<file path="src/rtl/demux_1x35b_to_40x35b_table.sv">
// 40-entry x 35-bit write-side table with write, invalidate and a sequential flush engine.
// Optional registered occupancy counter enabled by defining TABLE_OCCUPANCY_EN.
module demux_1x35b_to_40x35b_table (
    input  logic          clk,
    input  logic          rst,
    input  logic          wr_en,
    input  logic [5:0]    wr_index,
    input  logic [34:0]   wr_data,
    output logic          wr_ready,
    output logic          wr_err,
    input  logic          inv_en,
    input  logic [5:0]    inv_index,
    input  logic          flush_req,
    output logic          busy,
    output logic          flush_done,
    output logic [1399:0] out_entries,
    output logic [39:0]   entry_valid,
    output logic [5:0]    occupancy
);

    localparam int NUM_ENTRIES = 40;
    localparam int ENTRY_WIDTH = 35;
    localparam int INDEX_WIDTH = 6;
    localparam logic [INDEX_WIDTH-1:0] LAST_INDEX = 6'd39;

    localparam logic [0:0] ST_IDLE  = 1'b0;
    localparam logic [0:0] ST_FLUSH = 1'b1;

    logic [0:0]             state;
    logic [INDEX_WIDTH-1:0] ptr;
    logic                   wr_hit;
    logic                   inv_hit;
    logic                   wr_oob;

    assign busy     = (state == ST_FLUSH);
    assign wr_ready = ~busy;
    assign wr_hit   = wr_en & ~busy & (wr_index < 6'd40);
    assign wr_oob   = wr_en & ~busy & (wr_index >= 6'd40);
    assign inv_hit  = inv_en & ~busy & (inv_index < 6'd40);

    // Table storage lives directly in the flat bus; write is applied after
    // invalidate so a same-index collision leaves the entry valid.
    always_ff @(posedge clk) begin
        if (rst) begin
            out_entries <= '0;
            entry_valid <= '0;
        end else begin
            for (int i = 0; i < NUM_ENTRIES; i++) begin
                if (busy) begin
                    if (ptr == 6'(i)) begin
                        out_entries[i*ENTRY_WIDTH +: ENTRY_WIDTH] <= '0;
                        entry_valid[i]                            <= 1'b0;
                    end
                end else begin
                    if (inv_hit && (inv_index == 6'(i))) begin
                        entry_valid[i] <= 1'b0;
                    end
                    if (wr_hit && (wr_index == 6'(i))) begin
                        out_entries[i*ENTRY_WIDTH +: ENTRY_WIDTH] <= wr_data;
                        entry_valid[i]                            <= 1'b1;
                    end
                end
            end
        end
    end

    always_ff @(posedge clk) begin
        if (rst) begin
            state      <= ST_IDLE;
            ptr        <= '0;
            flush_done <= 1'b0;
            wr_err     <= 1'b0;
        end else begin
            flush_done <= 1'b0;
            wr_err     <= wr_oob;
            case (state)
                ST_IDLE: begin
                    if (flush_req) begin
                        state <= ST_FLUSH;
                        ptr   <= '0;
                    end
                end
                ST_FLUSH: begin
                    if (ptr == LAST_INDEX) begin
                        state      <= ST_IDLE;
                        ptr        <= '0;
                        flush_done <= 1'b1;
                    end else begin
                        ptr <= ptr + 6'd1;
                    end
                end
                default: begin
                    state <= ST_IDLE;
                    ptr   <= '0;
                end
            endcase
        end
    end

`ifdef TABLE_OCCUPANCY_EN
    logic [5:0] occ;
    logic       occ_inc;
    logic       occ_dec;

    // Net change tracks transitions of the valid bits on the same edge.
    always_comb begin
        occ_inc = 1'b0;
        occ_dec = 1'b0;
        if (busy) begin
            occ_dec = entry_valid[ptr];
        end else begin
            occ_inc = wr_hit & ~entry_valid[wr_index];
            occ_dec = inv_hit & entry_valid[inv_index] &
                      ~(wr_hit & (wr_index == inv_index));
        end
    end

    always_ff @(posedge clk) begin
        if (rst) begin
            occ <= '0;
        end else begin
            occ <= occ + {5'd0, occ_inc} - {5'd0, occ_dec};
        end
    end

    assign occupancy = occ;
`else
    assign occupancy = 6'd0;
`endif

endmodule

</file>
<file path="config.mk">
export PLATFORM = sky130hd
export DESIGN_NAME = demux_1x35b_to_40x35b_table
export DESIGN_NICKNAME = d
export VERILOG_FILES = /design/src/rtl/demux_1x35b_to_40x35b_table.sv
export SDC_FILE = /design/constraint.sdc
export NUM_CORES = 2
export LEC_CHECK = 0
export BUFFER_PORTS_ARGS = -buffer_cell sky130_fd_sc_hd__buf_2
export CORE_AREA = 4 4 580 582
export DETAILED_ROUTE_END_ITERATION = 7
export DIE_AREA = 0 0 584 586
export PLACE_DENSITY = 0.43
export SYNTH_ARGS = -nofsm -noshare
export SYNTH_HDL_FRONTEND = slang
export SYNTH_SLANG_ARGS = --single-unit
</file>
<file path="constraint.sdc">
create_clock -name clk -period 4.15 [get_ports clk]
set_input_delay 0.2075 -clock clk [delete_from_list [all_inputs] [get_ports clk]]
set_output_delay 0.2075 -clock clk [all_outputs]
set_load 0.1 [all_outputs]
</file>
==> impl_metrics.csv <==
group,metric,value,unit
global_routing,track_usage,0.1555,
global_routing,grt_max_degree,125,
setup_path,required,4.88,ns
clock_tree,post_cts.repair.setup_buffers,0,
yosys,yosysWarnings,0,
global_routing,antenna_found_initial,38,
setup_path,worstSetupPathType,"reg2reg",
min_path,worstHoldPathType,"in2reg",
sta,period_needed,3.159,ns
setup_path,cpMostUsedCell,"buf_4",
place,preCtsSetupSlack,0.9940,ns
yosys,async_reset_ff_frac,0,
sta,hold_viol,0,
global_routing,grt_pass1_wl,372300,microns
setup_path,worst_path_max_delay_cell,"o22a_2",
sta,finalCritPeriodShare,0.7613,
drt,finalWirelength,282600,microns
status,status,"completed",
yosys,netlist_area,52960,sq um
sta,maxSlewViolCount,0,
setup_path,cpPeakStageDelay,0.87,ns
place,port_buffers,1495,
clock_tree,cts_tree,"yes",
sta,rsz0062_at_grt,"no",
cells_and_area,drive_gt1_frac,0.3008,
yosys,syn_area_per_cell,10.39,sq um
sta,tightest_slew,1.362,ns
clock_tree,clk_latency,0.84,ns
clock_tree,ctsRootBufferMaster,"clkbuf_16",
yosys,synth_seq_area_share,0.5477,
clock_tree,cts_max_path_buffers,4,
global_routing,grt-ovfl-total,0,
cells_and_area,syn2layout_area_growth,34.34,%
clock_tree,cts_buffers,174,
yosys,synth.area.top_cells,"dfxtp_1 55%, mux2i_1 26%, nand2_1 10%, clkbuf_1 2.3%, buf_2 1.2%",
cells_and_area,fillers,36130,
drt,ant_nets,0,
global_routing,grt_pass1_vias,42870,
clock_tree,path_clk_slew,0.06,ns
setup_path,reg2reg_from,"busy$_SDFF_PP0_",
yosys,ys_types,50,
power_and_ir_drop,ir_drop,0.2789,mV
drt,vias,43100,
sta,fin_skew,0.05270,ns
drt,wire_per_inst,25.94,microns
setup_path,critPathLaunchType,"flop",
sta,setup_violations,0,
floorplanning,rows,211,
yosys,synth.top_cell.area_share,0.5477,
floorplanning,dieWidth,584,microns
sta,relSlewSlack,0.09194,
sta,fmax,0.3165,GHz
drt,first_pass_iters,5,
setup_path,crit_chain,"or4b_1 > buf_4 > o22a_2 > buf_4 > mux2i_1",
drt,drt_iter0_markers,2743,
yosys,synth-edff-count,0,
floorplanning,ios,1502,
place,dpl.hpwl,192000,microns
drt,via_per_inst,3.956,
yosys,ys_ff_latch,1449,
floorplanning,die_y,586,microns
power_and_ir_drop,power_density,443.4,nW/um^2
setup_path,cp-end-kind,"flop",
yosys,synth_flop_cell,"dfxtp_1",
clock_tree,cts_sinks,1449,
floorplanning,dieArea,342200,sq um
cells_and_area,nets,6429,
sta,worst_slack,0.9905,ns
yosys,syn_inst,5096,
setup_path,arrival,3.89,ns
yosys,yosysMostFrequentCell,"nand2_1",
drt,drc_errors,0,
setup_path,cp_max_fo,29,
sta,tns,0,ns
place,gp_congestion,0.7868,
clock_tree,cts-htree-levels,4,
floorplanning,initial_core_util,0.1604,
setup_path,crit_start,"busy$_SDFF_PP0_",
power_and_ir_drop,p_leak,0.03883,uW
floorplanning,core,330300,sq um
yosys,synth_largest_area_cell,"dfxtp_1",
min_path,worstHoldStart,"wr_data[31]",
cells_and_area,final_core_util,0.2154,
yosys,yosys-top-cells-count,"1,455 x nand2_1, 1,449 x dfxtp_1, 1,400 x mux2i_1",
job,max_cap_violations,0,
[metrics by stage]
| stage | cells | total power (uW) | instance area [sq um] | hold WS (ns) |
|---|---|---|---|---|
| 6_report | 10890 | 31540 | 71150 | 0.08064 |
| 5_1_grt | 10880 | 32660 | 71110 | 0.04178 |
| 4_1_cts | 10880 | 32120 | 71110 | 0.01025 |
| 3_5_place_dp | 10540 | 16290 | 65120 | 0.4487 |
| 3_3_place_gp | 10540 | 16280 | 65120 | 0.4417 |
| 2_1_floorplan | 5101 | 15410 | 52980 | 0.3931 |
[worst paths after layout]
kind              cells after the start                       endpoint  slack [ns]
hold / removal                        3  out_entries[836]$_SDFFE_PP0P_        0.08
setup reg to reg                      5  out_entries[531]$_SDFFE_PP0P_        0.99
hold reg to reg                       2  out_entries[697]$_SDFFE_PP0P_        0.45
setup / recovery                      5  out_entries[531]$_SDFFE_PP0P_        0.99
[placed cells by master (no fill, tap or decap), types with 17 or more instances in the layout]
cell type,Yosys,final
buf_2,127,1495
dfxtp_1,1449,1448
nand2_1,1455,1420
mux2i_1,1400,1400
clkbuf_16,0,176
buf_4,34,71
o22ai_1,59,59
clkbuf_1,327,40
nand2_4,0,35
clkbuf_8,0,35
clkinv_2,0,32
buf_12,0,24
dlygate4sd3_1,0,23
o22a_2,0,17
[layout make-up]
cell class	count	area (sq um)	area share
multi-input cells	3130	22130	0.3110
clock buffers	251	5036	0.07079
diodes	15	37.54	0.0005276
repair buffers	1613	8726	0.1226
inverters	5	26.28	0.0003693
well taps	4366	5463	0.07678
clock inverters	64	723.2	0.01016
flip-flops and latches	1449	29010	0.4077
[cell families after synthesis]
group / Yosys count / synth area share
compound gates: 159 / 0.02266
fa+ha+maj: 4 / 0.0009450
buf+inv: 522 / 0.04609
flops: 1449 / 0.5477
mux: 1400 / 0.2646
other cells: 1 / 0.00007081
simple gates: 1561 / 0.1179
[state kept, by name, indices dropped and copies added, names as in the netlist]
signal       flops
flush_done       1
wr_err           1
out_entries   1400
ptr              6
busy             1
entry_valid     40
[critical path, delay by kind of cell, from the launching register on]
| kind | cells | cell delay [ns] |
|---|---|---|
| mux | 1 | 0.23 |
| buf+inv | 2 | 0.71 |
| flops | 1 | 0.69 |
| simple gates | 1 | 0.52 |
| compound gates | 1 | 0.87 |
[report_power, final]
part	internal [uW]	total [uW]	switching [uW]	leakage, uW
combinational	286	1940	1650	0.0243
sequential	14000	14000	44.8	0.0117
clock	9050	15600	6540	0.00284
[routing by layer]
layer	wire (microns)	vias to the layer above	track usage
met5	97	-	0
met4	9285	16	0.04946
met3	24370	377	0.05158
met2	134600	1766	0.2659
met1	114200	21380	0.1830
li1	-	19560	-
[repair_timing]
action | in CTS | in global routing
resized for setup | 0 | 0
endpoints found under the hold margin | 76 | 0
setup endpoints to repair | 0 | 0
hold buffers | 23 | 0
(Power assumes the default switching activity.)
